[src/rtl/driver_rx_decoder_pkg.sv]
// Shared types and constants for the TLC5957 receive-side command decoder.
// Optional frame-length checking is enabled with DRIVER_RX_FRAMECHECK_EN.
package driver_pkg;

    localparam int SR_WIDTH_DEF = 48;
    localparam int CNT_SAT_DEF  = 31;
    localparam int FRAME_EDGES  = 48;

    // Number of SCLK edges seen with LAT high for each command
    localparam int LAT_WRTGS     = 1;
    localparam int LAT_LATGS     = 3;
    localparam int LAT_WRTFC     = 5;
    localparam int LAT_LINERESET = 7;
    localparam int LAT_READFC    = 11;
    localparam int LAT_FCWRTEN   = 15;

    typedef enum logic [2:0] {
        WRTGS     = 3'd0,
        LATGS     = 3'd1,
        WRTFC     = 3'd2,
        LINERESET = 3'd3,
        READFC    = 3'd4,
        FCWRTEN   = 3'd5,
        INVALID   = 3'd7
    } driver_cmd_t;

    function automatic logic is_frame_cmd(input driver_cmd_t c);
        return (c == WRTGS) || (c == LATGS) || (c == WRTFC);
    endfunction

endpackage

[src/rtl/driver_rx_decoder_if.sv]
// One lane of the TLC5957 driver bus: SCLK, LAT and SIN from the source, SOUT back.
interface driver_rx_decoder_if;

    logic driver_sclk;
    logic driver_lat;
    logic driver_sin;
    logic driver_sout;

    modport master (
        output driver_sclk,
        output driver_lat,
        output driver_sin,
        input  driver_sout
    );

    modport slave (
        input  driver_sclk,
        input  driver_lat,
        input  driver_sin,
        output driver_sout
    );

endinterface

[src/rtl/driver_rx_decoder_lat_cmd_decode.sv]
// Combinational mapping from the LAT-high edge count to a driver command.
module lat_cmd_decode
    import driver_pkg::*;
#(
    parameter int CNT_W = 5
) (
    input  logic [CNT_W-1:0] i_lat_cnt,
    output driver_cmd_t      o_cmd
);

    always_comb begin
        o_cmd = INVALID;
        case (int'(i_lat_cnt))
            LAT_WRTGS:     o_cmd = WRTGS;
            LAT_LATGS:     o_cmd = LATGS;
            LAT_WRTFC:     o_cmd = WRTFC;
            LAT_LINERESET: o_cmd = LINERESET;
            LAT_READFC:    o_cmd = READFC;
            LAT_FCWRTEN:   o_cmd = FCWRTEN;
            default:       o_cmd = INVALID;
        endcase
    end

endmodule

[src/rtl/driver_rx_decoder.sv]
// Receiver model of the TLC5957 serial interface: samples SCLK/LAT/SIN, decodes commands,
// keeps the FC register and answers READFC on SOUT. Macro DRIVER_RX_FRAMECHECK_EN adds frame-length checks.
module driver_rx_decoder
    import driver_pkg::*;
#(
    parameter int SR_WIDTH = SR_WIDTH_DEF,
    parameter int CNT_SAT  = CNT_SAT_DEF
) (
    input  logic                 clk,
    input  logic                 rst,
    driver_rx_decoder_if.slave   bus,
    output logic                 cmd_valid,
    output driver_cmd_t          cmd,
    output logic [SR_WIDTH-1:0]  word,
    output logic [4:0]           gs_count,
    output logic [SR_WIDTH-1:0]  fc_reg,
    output logic                 err,
    input  logic                 err_clr
);

    localparam int                CNT_W     = $clog2(CNT_SAT + 1);
    localparam logic [CNT_W-1:0]  CNT_SAT_V = CNT_W'(CNT_SAT);

    logic                w_sclk;
    logic                w_lat;
    logic                w_sin;
    logic [SR_WIDTH-1:0] w_sr_next;
    logic                w_cmd_end;
    driver_cmd_t         w_cmd;
    logic                w_proto_err;
    logic                w_frame_err;

    logic [SR_WIDTH-1:0] r_sr;
    logic [SR_WIDTH-1:0] r_snap;
    logic [SR_WIDTH-1:0] r_sout_sr;
    logic [CNT_W-1:0]    r_lat_cnt;
    logic                r_lat_q;
    logic                r_fc_en;
    logic                r_cmd_valid;
    driver_cmd_t         r_cmd;
    logic [SR_WIDTH-1:0] r_word;
    logic [4:0]          r_gs_count;
    logic [SR_WIDTH-1:0] r_fc_reg;
    logic                r_err;

    assign w_sclk    = bus.driver_sclk;
    assign w_lat     = bus.driver_lat;
    assign w_sin     = bus.driver_sin;
    assign w_sr_next = w_sclk ? {r_sr[SR_WIDTH-2:0], w_sin} : r_sr;

    // A LAT pulse with no SCLK edge leaves lat_cnt at zero and is ignored
    assign w_cmd_end = r_lat_q && !w_lat && (r_lat_cnt != '0);

    lat_cmd_decode #(
        .CNT_W (CNT_W)
    ) u_decode (
        .i_lat_cnt (r_lat_cnt),
        .o_cmd     (w_cmd)
    );

    assign w_proto_err = w_cmd_end && ((w_cmd == INVALID) || ((w_cmd == WRTFC) && !r_fc_en));

`ifdef DRIVER_RX_FRAMECHECK_EN
    logic [5:0] r_frame_cnt;

    always_ff @(posedge clk) begin
        if (rst) begin
            r_frame_cnt <= '0;
        end else if (w_cmd_end) begin
            r_frame_cnt <= '0;
        end else if (w_sclk && (r_frame_cnt != 6'd63)) begin
            r_frame_cnt <= r_frame_cnt + 6'd1;
        end
    end

    assign w_frame_err = w_cmd_end && is_frame_cmd(w_cmd) && (r_frame_cnt != 6'(FRAME_EDGES));
`else
    assign w_frame_err = 1'b0;
`endif

    // An edge in the command-end cycle still shifts sr, but LAT is low so it is never counted
    always_ff @(posedge clk) begin
        if (rst) begin
            r_sr      <= '0;
            r_snap    <= '0;
            r_lat_q   <= 1'b0;
            r_lat_cnt <= '0;
        end else begin
            r_sr    <= w_sr_next;
            r_lat_q <= w_lat;
            if (w_lat) begin
                r_snap <= w_sr_next;
            end
            if (w_cmd_end) begin
                r_lat_cnt <= '0;
            end else if (w_sclk && w_lat && (r_lat_cnt != CNT_SAT_V)) begin
                r_lat_cnt <= r_lat_cnt + 1'b1;
            end
        end
    end

    always_ff @(posedge clk) begin
        if (rst) begin
            r_cmd_valid <= 1'b0;
            r_cmd       <= WRTGS;
            r_word      <= '0;
        end else begin
            r_cmd_valid <= w_cmd_end;
            if (w_cmd_end) begin
                r_cmd  <= w_cmd;
                r_word <= r_snap;
            end
        end
    end

    always_ff @(posedge clk) begin
        if (rst) begin
            r_gs_count <= '0;
        end else if (w_cmd_end) begin
            if (w_cmd == WRTGS) begin
                if (r_gs_count != 5'd31) begin
                    r_gs_count <= r_gs_count + 5'd1;
                end
            end else if ((w_cmd == LATGS) || (w_cmd == LINERESET)) begin
                r_gs_count <= '0;
            end
        end
    end

    // FC writes are armed only by the command immediately before them
    always_ff @(posedge clk) begin
        if (rst) begin
            r_fc_en  <= 1'b0;
            r_fc_reg <= '0;
        end else if (w_cmd_end) begin
            r_fc_en <= (w_cmd == FCWRTEN);
            if ((w_cmd == WRTFC) && r_fc_en) begin
                r_fc_reg <= r_snap;
            end
        end
    end

    always_ff @(posedge clk) begin
        if (rst) begin
            r_sout_sr <= '0;
        end else if (w_cmd_end && (w_cmd == READFC)) begin
            r_sout_sr <= r_fc_reg;
        end else if (w_sclk) begin
            r_sout_sr <= {r_sout_sr[SR_WIDTH-2:0], 1'b0};
        end
    end

    always_ff @(posedge clk) begin
        if (rst) begin
            r_err <= 1'b0;
        end else if (w_proto_err || w_frame_err) begin
            r_err <= 1'b1;
        end else if (err_clr) begin
            r_err <= 1'b0;
        end
    end

    assign bus.driver_sout = r_sout_sr[SR_WIDTH-1];
    assign cmd_valid       = r_cmd_valid;
    assign cmd             = r_cmd;
    assign word            = r_word;
    assign gs_count        = r_gs_count;
    assign fc_reg          = r_fc_reg;
    assign err             = r_err;

endmodule

[src/flat_wrapper.sv]
// flat-port wrapper written by rule: the top's interface ports become plain ports
module driver_rx_decoder_flat import driver_pkg::*;
#(
    parameter int SR_WIDTH = SR_WIDTH_DEF,
    parameter int CNT_SAT  = CNT_SAT_DEF
)
  (clk, rst, cmd_valid, cmd, word, gs_count, fc_reg, err, err_clr, bus_driver_sclk, bus_driver_lat, bus_driver_sin, bus_driver_sout);
  driver_rx_decoder_if bus_i ();
  input  logic clk;
  input  logic rst;
  output logic cmd_valid;
  output driver_cmd_t cmd;
  output logic [SR_WIDTH-1:0] word;
  output logic [4:0] gs_count;
  output logic [SR_WIDTH-1:0] fc_reg;
  output logic err;
  input  logic err_clr;
  input wire logic [$bits(bus_i.driver_sclk)-1:0] bus_driver_sclk;
  input wire logic [$bits(bus_i.driver_lat)-1:0] bus_driver_lat;
  input wire logic [$bits(bus_i.driver_sin)-1:0] bus_driver_sin;
  output wire logic [$bits(bus_i.driver_sout)-1:0] bus_driver_sout;
  assign bus_i.driver_sclk = bus_driver_sclk;
  assign bus_i.driver_lat = bus_driver_lat;
  assign bus_i.driver_sin = bus_driver_sin;
  assign bus_driver_sout = bus_i.driver_sout;
  driver_rx_decoder #(.SR_WIDTH(SR_WIDTH), .CNT_SAT(CNT_SAT)) u_core (.clk(clk), .rst(rst), .bus(bus_i), .cmd_valid(cmd_valid), .cmd(cmd), .word(word), .gs_count(gs_count), .fc_reg(fc_reg), .err(err), .err_clr(err_clr));
endmodule
[config.mk]
export PLATFORM = sky130hd
export DESIGN_NAME = driver_rx_decoder_flat
export DESIGN_NICKNAME = d
export VERILOG_FILES = /design/src/rtl/driver_rx_decoder_pkg.sv /design/src/rtl/driver_rx_decoder_if.sv /design/src/rtl/driver_rx_decoder_lat_cmd_decode.sv /design/src/rtl/driver_rx_decoder.sv /design/src/flat_wrapper.sv
export SDC_FILE = /design/constraint.sdc
export NUM_CORES = 1
export LEC_CHECK = 0
export ABC_AREA = 0
export CAP_MARGIN = 20
export CORE_ASPECT_RATIO = 0.7
export CORE_MARGIN = 2
export CORE_UTILIZATION = 40
export CTS_CLUSTER_DIAMETER = 30
export DETAILED_ROUTE_END_ITERATION = 7
export GPL_ROUTABILITY_DRIVEN = 0
export GPL_TIMING_DRIVEN = 0
export PLACE_DENSITY = 0.59
export SLEW_MARGIN = 20
export SYNTH_ARGS = -nofsm -noshare
export SYNTH_HDL_FRONTEND = slang
export SYNTH_HIERARCHICAL = 1
export SYNTH_SLANG_ARGS = --single-unit
[constraint.sdc]
create_clock -name clk -period 2.2 [get_ports clk]
set_input_delay 0.44 -clock clk [delete_from_list [all_inputs] [get_ports clk]]
set_output_delay 0.44 -clock clk [all_outputs]
set_load 0.05 [all_outputs]
* Word-level counts from Yosys, hierarchy flattened
Cells that the tools add are included.
** Word-level totals
- Flip-flop bits (word level) :: 257
- Input bits :: 6
- Logic and storage cells :: 58
** Cells by class
- Add/subtract/negate cells :: 2
- Eq/ne operators :: 15
- Multiplexer cells :: 9
- Reduce and logical (&&, ||, !) cells :: 20
** Operator list (number)
- $mux W48 :: 3
- $pmux W3 S6 :: 1
- $mux W5 :: 3
- $add A5 B1 Y5 const B :: 2
- $eq A5 B3 Y1 const B :: 2
- $eq A5 B4 Y1 const B :: 2
- $ne A5 B5 Y1 const B :: 2
- $eq A3 B3 Y1 const B :: 3
- $logic_and A1 B1 Y1 :: 8
- $eq A3 B2 Y1 const B :: 2
- $reduce_bool A2 Y1 :: 3
- $eq A5 B1 Y1 const B :: 1
- $eq A5 B2 Y1 const B :: 1
- $reduce_bool A5 Y1 :: 1
- $eq A3 B1 Y1 const B :: 1
- $logic_not A3 Y1 :: 1
- $reduce_and A3 Y1 :: 1
- $logic_not A1 Y1 :: 2
- $logic_or A1 B1 Y1 :: 2
- $mux W1 :: 2
- $ne A2 B2 Y1 const B :: 1
- $reduce_and A2 Y1 :: 1
- $reduce_or A2 Y1 :: 1

* Longest topological paths before layout
- Word-level depth :: 7
- Gate-level depth with buffers :: 9
- Mapped depth without buffers :: 7

* Modules after synthesis
Netlist, hierarchy kept.
** Modules (own cells, without submodules)
- driver_rx_decoder :: instances 1, cells each 1042, area an instance 9630.5 um^2, sequential area each 5144.9 um^2
- lat_cmd_decode :: instances 1, cells each 8, area an instance 53.8 um^2, sequential area each 0.0 um^2

* Least setup slack after synthesis
Ideal clock, no wire load.
- Path kind :: register to register
- Start :: register u_core.r_gs_count[0] (netlist: u_core/gs_count[0])
- End :: register u_core.r_gs_count[0] (netlist: u_core/gs_count[0])
- Arrival :: 2.101 ns
- Slack :: 0.021 ns
- Stages on the path, launching flop included :: 8
- Path buffers :: 0
- Cells stage by stage :: dfxtp_1 ha_1 and3_1 ha_1 o21ba_2 nor4_1 nand2_1 o22ai_1
** On the way
- Word-level cells in the longest chain between the ends :: 3
- Elaborated cells between the ends (all ways) :: 6
** RTL lines
- from (decl) :: line driver_rx_decoder.sv:42 : logic [4:0] r_gs_count;
- from (signal assigned) :: line driver_rx_decoder.sv:122 : r_gs_count <= r_gs_count + 5'd1;
- $add A5 B1 Y5 / $ne A5 B5 Y1 (equally long branches) :: line driver_rx_decoder.sv:122, driver_rx_decoder.sv:121
- $mux W5 / $ne A2 B2 Y1 (equally long branches)
- $mux W5 / $reduce_and A3 Y1 (equally long branches)
Parallel ways exist; a longest one is shown, timed or not. The select of a mux whose other input is x is not followed.
A chain may end at the register's enable or synchronous reset.

* Worst setup path after layout
- Start :: register u_core.r_lat_cnt[4]
- End :: register u_core.r_fc_reg[32] (netlist: u_core/fc_reg[32])
** On the way
- Word-level cells in the longest chain between the ends :: 5
- Elaborated cells between the ends (all ways) :: 12
** RTL lines
- from (decl) :: line driver_rx_decoder.sv:36 : logic [CNT_W-1:0] r_lat_cnt;
- from (signal assigned) :: line driver_rx_decoder.sv:97 : r_lat_cnt <= r_lat_cnt + 1'b1;
- $eq A5 B4 Y1, or another cell as far along :: line driver_rx_decoder_lat_cmd_decode.sv:13 : case (int'(i_lat_cnt))
- $pmux W3 S6 (*) :: line driver_rx_decoder_lat_cmd_decode.sv:13
- net u_core.w_cmd[0] :: line driver_rx_decoder.sv:29 : driver_cmd_t w_cmd;
- $eq A3 B2 Y1 (*) :: line driver_rx_decoder.sv:137 : if ((w_cmd == WRTFC) && r_fc_en) begin
- $logic_and A1 B1 Y1 (*) :: line driver_rx_decoder.sv:137
- $reduce_and A2 Y1 (no source line) (*)
- to (signal assigned) :: line driver_rx_decoder.sv:138 : r_fc_reg <= r_snap;
- to (decl) :: line driver_rx_decoder.sv:43 : logic [SR_WIDTH-1:0] r_fc_reg;
Mark *: on every way through the listed nets, which the timed path passes. The rest lies on a longest branch.

==> results_dict.tcl <==
set metrics [dict create \
    status "finished with violations" \
    violations "negative setup slack" \
    synthSimpleGateAreaFrac 0.163 \
    syn_avg_cell_area_sq_um 9.22 \
    crit_fanout 5 \
    worst_pin_slew_ns 0.840 \
    start_util 0.409 \
    synth-async-reset-ratio 0 \
    crit_arrival_ns 2.60 \
    synth-xor-area-share 0.00271 \
    grt_pass1_vias 6929 \
    pwr-share-clk 0.562 \
    reg2regPathDepth 8 \
    skew_ns 0.0132 \
    grt_max_degree 20 \
    core_sq_um 23700 \
    ant_nets 0 \
    p_leak_nw 5.36 \
    wl_per_cell_um 16.1 \
    finalPower_mw 11.9 \
    peakVddDrop_v 0.000509 \
    finalWirelength_um 25100 \
    min_delay_path_depth 2 \
    cts_sinks 257 \
    gr-usage-all-layers 0.192 \
    switching_power_mw 2.64 \
    antenna_found_initial 0 \
    layout_setup_ws_ns -0.0275 \
    num_rows 47 \
    synthMuxAreaShare 0.101 \
    period_share 1.01 \
    die_area_sq_um 25500 \
    yosysMostFrequentCell "dfxtp_1" \
    yosysTopAreaCell "dfxtp_1" \
    diodes 0 \
    hold_violations 0 \
    fp.dieW_um 190 \
    stdcell_area_sq_um 13000 \
    start_kind "flip-flop" \
    via_count 7665 \
    grt_pass1_wl_um 38400 \
    path_class "flip-flop to flip-flop" \
    synth_compound_area_frac 0.154 \
    maxSlewHeadroom 0.440 \
    slowest_delay_ns 0.59 \
    post-route-min-period_ns 2.23 \
    syn_nets 1061 \
    p_int_mw 9.26 \
    max_freq_mhz 449 \
    setup_viol 14 \
    ys.flop_type "dfxtp_1" \
    powerDensity_nw_per_um2 913 \
    cap_violations 0 \
    syn-instance-count 1050 \
    cts_tree "done" \
    dp_hpwl_um 17500 \
    crit_cells 8 \
    clk_latency_ns 0.52 \
    whs_ns 0.406 \
    synthTopCellsByArea "dfxtp_1, mux2i_1, nand2_1" \
    fp.dieH_um 134 \
    vias_per_cell 4.92 \
    postPlaceCellArea_sq_um 11200 \
    drv_slew 0 \
    ys_seq_area_frac 0.531 \
    critPathTopFamily "simple AND/OR/NAND/NOR gates" \
    dr.pass1.iters 5 \
    syn2layout_area_growth_pct 34.5 \
    final_nets 1221 \
    required_ns 2.58 \
    drt-initial-drc-count 368 \
    fill_cells 2153 \
    swShare 0.222 \
    worstPathCellList "and2b_4, o21ai_4, or2_4, or4_4, buf_8, clkbuf_16, nand2_2, a21oi_1" \
    synth-edff-count 0 \
    cts-root-buf "clkbuf_16" \
    stdcell_count 1559 \
    synth_commonest_cells "dfxtp_1, nand2_1, nor2_1" \
    cts.clk_slew.worst_paths_ns 0.06 \
    postCtsHoldBufs 0 \
    htreeDepth 2 \
    ys_ff_latch 257 \
    ys_types 40 \
    drc 0 \
    drive_above_1_share 0.164 \
    p_seq_frac 0.401 \
    grt-ovfl-total 0 \
    netlist_area_sq_um 9680 \
    cts_buffers 41 \
    clockBufferDepth 3 \
    dp.cells 1477 \
    cp-end-kind "flip-flop" \
    synthAdderAreaFrac 0.00646 \
    synth_top_area_frac 0.531 \
    hp-class "input port to flip-flop" \
    cp.buffers_inverters 2 \
    ios 113 \
    rsz0062_at_grt "true" \
    synth_top_family_by_area "simple AND/OR/NAND/NOR gates" \
    critPathSlowestCell "or4_4" \
    fin_util 0.550 \
    yosys_warnings 6 \
    port_buffers 109 \
    combPwrFrac 0.038 \
]
[final timing paths]
kind | start | end | slack (ns)
min reg2reg | u_core/word[18] | u_core/word[18] | 0.45
max reg2reg | u_core/r_lat_cnt[4] | u_core/fc_reg[32] | -0.03
max | u_core/r_lat_cnt[4] | u_core/fc_reg[32] | -0.03
min | rst | u_core/r_lat_q | 0.41
[kinds of logic after synthesis]
logic type               count (synthesis)
buffers and inverters                   88
XOR/XNOR                                 3
AND/OR/NAND/NOR                        392
AO/OA/AOI/OAI                          207
flip-flops                             257
multiplexers                            98
adder cells (fa/ha/maj)                  5
[timing repair]
action                                  CTS  global route
buffers inserted                          0             8
gates resized for setup                  41            82
endpoints found under the setup margin  125           109
pin swaps                                 0            15
gates cloned                              0             2
[per-stage QoR]
| step | setup TNS [ns] | worst slack (ns) |
|---|---|---|
| detailed placement | -30.91 | -0.615 |
| CTS | -0.304 | -0.0296 |
| floorplan | 0 | 0.0212 |
| global placement | -29.95 | -0.621 |
| finish | -0.161 | -0.0275 |
| global route | -1.65 | -0.0753 |
[cells in the final DEF (no fill, tap or decap), types with 10 or more instances in the layout]
cell,netlist,layout
a21oi_2,0,10
dfxtp_1,257,252
nand2_1,208,190
clkdlybuf4s50_1,0,76
clkbuf_16,0,43
mux2i_1,98,98
a211oi_1,55,55
nor2_1,150,145
nand2_2,0,12
dlymetal6s2s_1,0,23
a21oi_1,102,92
dlygate4sd2_1,0,10
buf_2,24,18
a211oi_2,40,40
clkbuf_1,54,54
[layout make-up]
type,instances,area (sq um),area share
sequential,257,5160,0.396
clock buffer,51,1090,0.0839
multi-input combinational,705,4340,0.333
clock inverter,23,345,0.0265
inverter,4,15.0,0.00115
buffer,82,435,0.0334
timing repair buffer,119,1250,0.0959
tap,318,398,0.0305
[per-layer routing]
| metal | vias to the layer above | share of wire | global-route usage |
|---|---|---|---|
| met2 | 163 | 0.40 | 0.261 |
| met1 | 3558 | 0.54 | 0.306 |
| met5 | - | 0 | 0 |
| met3 | 34 | 0.049 | 0.0338 |
| met4 | 0 | 0.014 | 0.0474 |
| li1 | 3910 | - | - |
[power by group through the flow]
stage / registers [mW] / logic, mW / clock network (mW)
after detailed placement: 4.86 / 0.415 / 0
after global placement: 4.86 / 0.413 / 0
final: 4.77 / 0.446 / 6.68
after CTS: 4.77 / 0.426 / 6.80
after floorplan: 4.87 / 0.280 / 0
after global routing: 4.77 / 0.485 / 7.02
[worst register-to-register path: stages (launching register included)]
cell and delay [ns]:
dfxtp_4 0.36, and2b_4 0.31, o21ai_4 0.09, or2_4 0.28
or4_4 0.59, buf_8 0.18, clkbuf_16 0.16, nand2_2 0.06
a21oi_1 0.06
Power figures use the tool's default switching activity.
